**src/rtl/port_wr_pkg.sv**
```systemverilog
// Shared definitions for the port write arbiter: FSM encoding and default widths.
package port_wr_pkg;

  localparam int ADDR_W_DEF = 3;
  localparam int DATA_W_DEF = 8;
  localparam int WR_CNT_W   = 8;

  typedef enum logic [1:0] {
    ST_IDLE    = 2'd0,
    ST_SETUP   = 2'd1,
    ST_STROBE  = 2'd2,
    ST_RECOVER = 2'd3
  } wr_state_e;

endpackage

```
**src/rtl/port_wr_arb_rr_pick2.sv**
```systemverilog
// Two-input round-robin picker: the requester not granted last wins a tie.
module rr_pick2 (
  input  logic req0,
  input  logic req1,
  input  logic last_grant,
  output logic grant_valid,
  output logic grant
);

  always_comb begin
    grant_valid = req0 | req1;
    if (req0 && req1) begin
      grant = ~last_grant;
    end else begin
      grant = req1;
    end
  end

endmodule

```
**src/rtl/port_wr_arb.sv**
```systemverilog
// Arbitrates two write requesters onto a port write decoder using a fixed
// SETUP / STROBE / RECOVER sequence; every output comes straight from a flop.
module port_wr_arb
  import port_wr_pkg::*;
#(
  parameter int ADDR_W = ADDR_W_DEF,
  parameter int DATA_W = DATA_W_DEF
) (
  input  logic                clk,
  input  logic                reset_n,
  input  logic                req0,
  input  logic [ADDR_W-1:0]   addr0,
  input  logic [DATA_W-1:0]   data0,
  output logic                ack0,
  input  logic                req1,
  input  logic [ADDR_W-1:0]   addr1,
  input  logic [DATA_W-1:0]   data1,
  output logic                ack1,
  output logic                dec_en_n,
  output logic                dec_wr_strobe,
  output logic [ADDR_W-1:0]   dec_sel,
  output logic [DATA_W-1:0]   dec_data,
  output logic                busy,
  output logic [WR_CNT_W-1:0] wr_count
);

  wr_state_e             state_q, state_d;
  logic                  last_grant_q, last_grant_d;
  logic                  winner_q, winner_d;
  logic                  en_n_q, en_n_d;
  logic                  strobe_q, strobe_d;
  logic                  ack0_q, ack0_d;
  logic                  ack1_q, ack1_d;
  logic                  busy_q, busy_d;
  logic [ADDR_W-1:0]     sel_q, sel_d;
  logic [DATA_W-1:0]     data_q, data_d;
  logic [WR_CNT_W-1:0]   cnt_q, cnt_d;

  logic                  grant_valid;
  logic                  grant;

  rr_pick2 u_pick (
    .req0        (req0),
    .req1        (req1),
    .last_grant  (last_grant_q),
    .grant_valid (grant_valid),
    .grant       (grant)
  );

  // The *_d values are the outputs for the state being entered, so each
  // output flop already holds its value for the current state.
  always_comb begin
    state_d      = state_q;
    last_grant_d = last_grant_q;
    winner_d     = winner_q;
    en_n_d       = 1'b1;
    strobe_d     = 1'b0;
    ack0_d       = 1'b0;
    ack1_d       = 1'b0;
    sel_d        = sel_q;
    data_d       = data_q;
    cnt_d        = cnt_q;

    unique case (state_q)
      ST_IDLE: begin
        if (grant_valid) begin
          state_d      = ST_SETUP;
          en_n_d       = 1'b0;
          winner_d     = grant;
          last_grant_d = grant;
          sel_d        = grant ? addr1 : addr0;
          data_d       = grant ? data1 : data0;
        end
      end
      ST_SETUP: begin
        state_d  = ST_STROBE;
        en_n_d   = 1'b0;
        strobe_d = 1'b1;
        ack0_d   = ~winner_q;
        ack1_d   = winner_q;
      end
      ST_STROBE: begin
        state_d = ST_RECOVER;
        cnt_d   = cnt_q + 1'b1;
      end
      ST_RECOVER: begin
        state_d = ST_IDLE;
      end
      default: begin
        state_d = ST_IDLE;
      end
    endcase

    busy_d = (state_d != ST_IDLE);
  end

  always_ff @(posedge clk or negedge reset_n) begin
    if (!reset_n) begin
      state_q      <= ST_IDLE;
      last_grant_q <= 1'b1;
      winner_q     <= 1'b0;
      en_n_q       <= 1'b1;
      strobe_q     <= 1'b0;
      ack0_q       <= 1'b0;
      ack1_q       <= 1'b0;
      busy_q       <= 1'b0;
      sel_q        <= '0;
      data_q       <= '0;
      cnt_q        <= '0;
    end else begin
      state_q      <= state_d;
      last_grant_q <= last_grant_d;
      winner_q     <= winner_d;
      en_n_q       <= en_n_d;
      strobe_q     <= strobe_d;
      ack0_q       <= ack0_d;
      ack1_q       <= ack1_d;
      busy_q       <= busy_d;
      sel_q        <= sel_d;
      data_q       <= data_d;
      cnt_q        <= cnt_d;
    end
  end

  assign ack0          = ack0_q;
  assign ack1          = ack1_q;
  assign dec_en_n      = en_n_q;
  assign dec_wr_strobe = strobe_q;
  assign dec_sel       = sel_q;
  assign dec_data      = data_q;
  assign busy          = busy_q;
  assign wr_count      = cnt_q;

endmodule

```
**config.mk**
```make
export PLATFORM = sky130hd
export DESIGN_NAME = port_wr_arb
export DESIGN_NICKNAME = d
export VERILOG_FILES = /design/src/rtl/port_wr_pkg.sv /design/src/rtl/port_wr_arb_rr_pick2.sv /design/src/rtl/port_wr_arb.sv
export SDC_FILE = /design/constraint.sdc
export NUM_CORES = 1
export LEC_CHECK = 0
export ABC_AREA = 1
export BUFFER_PORTS_ARGS = -buffer_cell sky130_fd_sc_hd__buf_4
export CAP_MARGIN = 20
export CORE_MARGIN = 1.5
export CORE_UTILIZATION = 30
export CTS_CLUSTER_DIAMETER = 120
export CTS_CLUSTER_SIZE = 10
export DETAILED_ROUTE_END_ITERATION = 10
export MAX_ROUTING_LAYER = met4
export PLACE_DENSITY = 0.58
export SLEW_MARGIN = 40
export SYNTH_ARGS = -nofsm -noshare
export SYNTH_HDL_FRONTEND = slang
export SYNTH_SLANG_ARGS = --single-unit
```
**constraint.sdc**
```tcl
create_clock -name clk -period 4 [get_ports clk]
set_clock_uncertainty 0.05 [all_clocks]
set_input_delay 0.4 -clock clk [delete_from_list [all_inputs] [get_ports clk]]
set_output_delay 0.4 -clock clk [all_outputs]
set_load 0.02 [all_outputs]
```
# Word level (Yosys, flattened, before mapping)
# Cells that the tools add are included.
[word_totals] elab_cells=32 reg_bits=28 in_bits=26 out_inout_bits=24
[op_classes] n_mux=10 n_reduce_logical=4 n_bitwise=3 n_eq_ne=3 addsub=1
[op_table] op="$add 8x1->8 const B" count=1
[op_table] op="$mux 8" count=1
[op_table] op="$pmux 2 s4" count=1
[op_table] op="$mux 1" count=5
[op_table] op="$eq 2x2->1 const B" count=2
[op_table] op="$mux 3" count=1
[op_table] op="$eq 2x1->1 const B" count=1
[op_table] op="$logic_not 2->1" count=1
[op_table] op="$mux 2" count=1
[op_table] op="$not 1->1" count=2
[op_table] op="$pmux 1 s2" count=1
[op_table] op="$reduce_and 2->1" count=1
[op_table] op="$reduce_bool 2->1" count=1
[op_table] op="$logic_and 1x1->1" count=1
[op_table] op="$or 1x1->1" count=1

# Logic depth before layout (Yosys ltp)
# Gate-level depths: netlist (run 1).
[depth] ltp_word=4 depth_mapped=8 depth_no_buf=7

# By module
# From an unflattened synthesis (run 1), not the netlist that was laid out.
[hier_totals] cells_unflattened=135 hier_area_um2=1236.2
[modules_own_cells] module="port_wr_arb" seq_area_each_um2=703.2 n_inst=1 cells_each=132 area_each_um2=1221.2
[modules_own_cells] module="rr_pick2" seq_area_each_um2=0.0 n_inst=1 cells_each=3 area_each_um2=15.0

# Worst setup path before layout (run 1)
# OpenSTA, ideal clock, no wires.
[synth_path] path_kind="flip-flop to flip-flop" from="register cnt_q[0] (netlist: wr_count[0])" to="register cnt_q[2] (netlist: wr_count[2])" synth_period_minus_slack_ns=1.289 slack_ns=2.711 required_time_ns=3.887 path_buffers=0 arrival_ns=1.176 setup_time_ns=0.063 stages_incl_launch_ff=6 cell_sequence="dfrtp_1 > ha_1 > nand3_1 > inv_1 > or2_2 > inv_1"
[synth_between] elab_chain_cells=1
[synth_lines] item="from (decl)" line="port_wr_arb.sv:37" source="logic [WR_CNT_W-1:0] cnt_q, cnt_d;"
[synth_lines] item="from (signal assigned)" line="port_wr_arb.sv:121" source="cnt_q <= cnt_d;"
[synth_lines] item="$add 8x1->8" line="port_wr_arb.sv:84" source="cnt_d = cnt_q + 1'b1;"
# Every way passes these cells.
# A chain may end at the register's enable or synchronous reset.

# Final worst setup path (run 1)
[layout_path] from="register last_grant_q" to="register data_q[2] (netlist: dec_data[2])"
[layout_between] elab_chain_cells=3
[layout_lines] item="from (decl)" line="port_wr_arb.sv:28" source="logic last_grant_q, last_grant_d;"
[layout_lines] item="from (signal assigned)" line="port_wr_arb.sv:112" source="last_grant_q <= last_grant_d;"
[layout_lines] item="$not 1->1" line="port_wr_arb_rr_pick2.sv:13" source="grant = ~last_grant;"
[layout_lines] item="$mux 1" line="port_wr_arb_rr_pick2.sv:12" source="if (req0 && req1) begin"
[layout_lines] item="$mux 8" line="port_wr_arb.sv:72" source="data_d = grant ? data1 : data0;"
[layout_lines] item="to (signal assigned)" line="port_wr_arb.sv:120" source="data_q <= data_d;"
[layout_lines] item="to (decl)" line="port_wr_arb.sv:36" source="logic [DATA_W-1:0] data_q, data_d;"
# Every way passes these cells.

==> results of run 1 <==
[routing by layer]
metal | part of all wire | track usage | up-vias
li1 | - | - | 616
met1 | 0.44 | 0.154 | 516
met2 | 0.50 | 0.208 | 31
met3 | 0.053 | 0.0228 | 2
met4 | 0.0076 | 0.0377 | 0
met5 | 0 | - | -
[registers in the layout (all words and copies together) (netlist names)]
signal         flops
dec_wr_strobe      1
dec_sel            3
winner_q           1
wr_count           8
last_grant_q       1
dec_data           8
state_q            2
ack0               1
dec_en_n           1
busy               1
ack1               1
[cells in the mapped netlist, drive strengths merged]
master	n	area (µm²)
buf	5	33.8
o21ai	1	5.00
nand2	57	214
nand3b	3	22.5
or2	1	6.26
xor2	2	17.5
nor2	6	35.0
nand3	26	130
dfstp	2	52.6
inv	34	128
a21oi	2	10.0
ha	5	62.6
dfrtp	26	651
mux2	1	11.3
[final cells by class]
cell class              instances  area [µm²]
clock buffers                   3        41.3
clock inverters                 1        30.0
fillers                       449        2520
inverters                      34         128
multi-input cells             104         514
flip-flops and latches         28         703
well taps                      52        65.1
repair buffers                 50         378
[worst max-delay path: stages, from the launching register on]
cell and delay (ps):
dfstp_2 540, nand2_1 250, nand2_1 410, nand2_1 110, nand3_1 90, nand2_1 50
[kinds of logic (layout without fill, tap and decap cells)]
logic type,Yosys count,in the layout,synth area share
flops,28,28,0.510
mux,1,1,0.00817
fa+ha+maj,5,5,0.0454
buf+inv,39,88,0.117
simple gates,93,93,0.296
compound gates,3,3,0.0109
xor+xnor,2,2,0.0127
[final timing paths]
path / start / endpoint / slack [ps] / depth (start not counted)
setup / recovery: last_grant_q$_DFFE_PN1P_ / dec_data[2]$_DFFE_PN0P_ / 2400 / 5
hold / removal: data0[5] / dec_data[5]$_DFFE_PN0P_ / 360 / 5
setup reg to reg: last_grant_q$_DFFE_PN1P_ / dec_data[2]$_DFFE_PN0P_ / 2400 / 5
hold reg to reg: winner_q$_DFFE_PN0P_ / ack0$_DFF_PN0_ / 420 / 1
max in group asynchronous: reset_n / last_grant_q$_DFFE_PN1P_ / 3080 / 2
min in group asynchronous: reset_n / wr_count[0]$_DFFE_PN0P_ / 510 / 2
[power breakdown]
| part | internal [µW] | switching (µW) |
|---|---|---|
| sequential | 417 | 80.3 |
| clock | 134 | 89.7 |
| combinational | 258 | 365 |
| total | 808 | 535 |
[through the flow]
| stage | power, µW | hold WS [ps] |
|---|---|---|
| after floorplan | 894 | 54.4 |
| after global placement | 1120 | 293 |
| after detailed placement | 1140 | 296 |
| after CTS | 1360 | 362 |
| after global routing | 1450 | 380 |
| final | 1340 | 364 |
[repair_timing]
| action | CTS | global route |
|---|---|---|
| hold endpoints to repair | 26 | 0 |
| buffers inserted | 0 | 0 |
| hold buffers | 1 | 0 |
==> flow_summary.toml, run 1 <==
[run_status]
status = "finished clean"

[finish]
diodes = 0
fin_util = 0.424
final_cell_mix = "nand2_1, buf_4, inv_1"
area_delta_synth_final_pct = 34.8
drive_gt1_frac = 0.277
fin_area_um2 = 1860
layout_commonest_cell = "nand2_1"
stdcell_count = 272
finalNetCount = 252

[timing]
hold_viol_final = 0
setup_viol = 0
tightestPinTransition_ps = 397
max-slew-margin-rel = 0.735
final.setup.tns_ps = 0
drv_slew = 0
rsz0062_at_grt = "false"
min_period_over_period = 0.400
clock.fmax_mhz = 626
min_period_ps = 1600
setup_ws_ps = 2400

[cts]
clkLatencyLatePin_ps = 270
clock-sinks = 28
clk_path_buf_depth = 2
cts_tree = "yes"
cts_resized = 0
clk_pin_slew_ps = 100
cts-buffers-inserted = 3
cts-root-buf = "clkbuf_8"
cts.htree.levels = 1

[synth]
ys_seq_area_frac = 0.510
postSynthCellCount = 171
syn_area_per_cell_um2 = 8.06
ys_ff_latch = 28
yosysWarnings = 0
syn_area_um2 = 1380
synth_cell_types = 19
syn_nets = 202

[place]
place_inst = 267
place_congestion = 0.781
io_buffers = 49
placed_area_um2 = 1780
place_ws_ps = 2390
dp_hpwl_um = 2200

[floorplanning]
die_h_um = 70.8
io_pins = 50
core_area_um2 = 4380
die-width_um = 70.8
rows = 24
die_area_um2 = 5010
start_util = 0.314

[grt]
grtUsageTotal = 0.125
grt_pass1_wl_um = 4950
grt_pass1_vias = 1133
antenna_found_initial = 0
grt_max_degree = 29
grt_overflow = 0

[worst_setup_path]
crit_path_end_kind = "flop"
critPathLaunchType = "flop"
cp.arrival_ps = 1720
crit_type = "reg2reg"
crit_path_max_fanout = 13
crit_required_ps = 4130

[route]
post_drt_wl_per_cell_um = 10.7
drt-initial-drc-count = 29
vias = 1165
wl_um = 2910
ant_nets = 0
drc = 0
dr.pass1.iters = 4
viasPerCell = 4.28

[pwr]
p_per_area_nw_per_um2 = 723
power.leakage_uw = 0.00108
ir_worst_vdd_mv = 0.219

[run]
maxCapViolations = 0

[hold_path]
holdCritPathClass = "in2reg"
No activity file was read; power rests on OpenSTA's default activity.
==> inputs of run 2 (changes only) <==
==> constraint.sdc (replaced) <==
create_clock -name clk -period 1.6 [get_ports clk]
set_clock_uncertainty 0.05 [all_clocks]
set_input_delay 0.16 -clock clk [delete_from_list [all_inputs] [get_ports clk]]
set_output_delay 0.16 -clock clk [all_outputs]
set_load 0.02 [all_outputs]
==> flow_summary.toml, run 2 (synthesis results as in run 1) <==
[cts]
cts_tree = "yes"
clock-sinks = 28
clkLatencyLatePin_ps = 260
cts-buffers-inserted = 3
clk_pin_slew_ps = 90
post-cts-setup-buffers = 0
clk_path_buf_depth = 2
cts.htree.levels = 1
cts-root-buf = "clkbuf_8"

[route]
viasPerCell = 4.38
ant_nets = 0
drt-initial-drc-count = 60
post_drt_wl_per_cell_um = 10.7
dr.pass1.iters = 4
vias = 1201
drc = 0
wl_um = 2930

[place]
placed_area_um2 = 1800
dp_hpwl_um = 2230
place_congestion = 0.736
io_buffers = 49

[timing]
final.setup.tns_ps = 0
hold_viol_final = 0
rsz0062_at_grt = "false"
clock.fmax_mhz = 729
max-slew-margin-rel = 0.744
tightestPinTransition_ps = 382
setup_viol = 0
min_period_ps = 1370
min_period_over_period = 0.858
drv_slew = 0

[worst_setup_path]
critPathLaunchType = "flop"
rrSetupSlack_ps = 230
rr_worst_depth = 7
crit_path_end_kind = "flop"
reg2reg_from = "state_q[0]$_DFF_PN0_"
crit_start = "state_q[0]$_DFF_PN0_"
crit_required_ps = 1720
r2r_end = "wr_count[7]$_DFFE_PN0P_"
crit_path_max_fanout = 6
cp.arrival_ps = 1490
crit_type = "reg2reg"

[floorplanning]
die_area_um2 = 5010
io_pins = 50
die-width_um = 70.8
start_util = 0.314
die_h_um = 70.8
rows = 24
core_area_um2 = 4380

[hold_path]
whs_path_depth = 5
whs_endpoint = "dec_sel[2]$_DFFE_PN0P_"
min-delay-start = "addr0[2]"
holdCritPathClass = "in2reg"

[run_status]
status = "finished clean"

[grt]
top_usage_layer = "met2"
use_met1 = 0.154
use_met3 = 0.0285
grt_pass1_vias = 1162
antenna_found_initial = 0
grt_overflow = 0
grt_use_met2 = 0.223
grt_max_degree = 29
grtUsageTotal = 0.128
grt_pass1_wl_um = 5140

[finish]
diodes = 0
fillCellCount = 462
final_cell_mix = "nand2_1, buf_4, inv_1"
layout_commonest_cell = "nand2_1"
fin_area_um2 = 1850
drive_gt1_frac = 0.288
finalNetCount = 255
area_delta_synth_final_pct = 34.5

[pwr]
clockPowerShare = 0.114
p_int_uw = 1890
total_power_uw = 3230
swShare = 0.413
power.leakage_uw = 0.00108
seqPwrFrac = 0.387
p_sw_uw = 1330
p_per_area_nw_per_um2 = 1740
comb_power_share = 0.500
ir_worst_vdd_mv = 0.587

[run]
maxCapViolations = 0
## run 2: final cells by class
type	count	area, µm²	area share
flip-flops and latches	28	703	0.379
multi-input cells	104	517	0.279
repair buffers	53	400	0.216
inverters	34	128	0.0688
well taps	52	65.1	0.0351
clock buffers	3	41.3	0.0223
## run 2: worst max-delay path by stage
stage,end,slack (ps)
after floorplan,wr_count[2]$_DFFE_PN0P_,310
after global placement,wr_count[7]$_DFFE_PN0P_,240
after detailed placement,wr_count[5]$_DFFE_PN0P_,160
after CTS,wr_count[7]$_DFFE_PN0P_,150
after global routing,wr_count[5]$_DFFE_PN0P_,50
final,wr_count[7]$_DFFE_PN0P_,230
## run 2: critical path, stage by stage, from the launching register on
cell     delay [ps]
dfrtp_1         390
inv_1           120
ha_2            260
nand2_1          80
nor2_2          190
nand2_1          70
nand2_1          60
nand2_1          40
## run 2: timing repair
action	4_1_cts	5_1_grt
hold endpoints to repair	26	0
endpoints found under the setup margin	0	1
hold buffers	1	0
resized for setup	0	1
## run 2: power groups by stage
stage,clock [µW],sequential (µW),combinational (µW)
after floorplan,0,1540,691
after global placement,0,1270,1600
after detailed placement,0,1260,1630
after CTS,380,1250,1630
after global routing,413,1290,1800
final,367,1250,1610
## run 2: stage by stage
| stage | std cells | hold slack [ps] | setup slack (ps) | util |
|---|---|---|---|---|
| CTS | 274 | 136 | 150 | 0.422 |
| global placement | 270 | 50.4 | 245 | 0.411 |
| global route | 274 | 139 | 53.4 | 0.423 |
| detailed placement | 270 | 51.5 | 161 | 0.411 |
| floorplan | 171 | -186 | 311 | - |
| finish | 274 | 136 | 228 | 0.423 |
## run 2: layer usage
| metal | share of wire | routed length [µm] |
|---|---|---|
| met1 | 0.45 | 1320 |
| met2 | 0.49 | 1430 |
| met3 | 0.056 | 163 |
| met4 | 0.0075 | 22 |
| met5 | 0 | 0 |
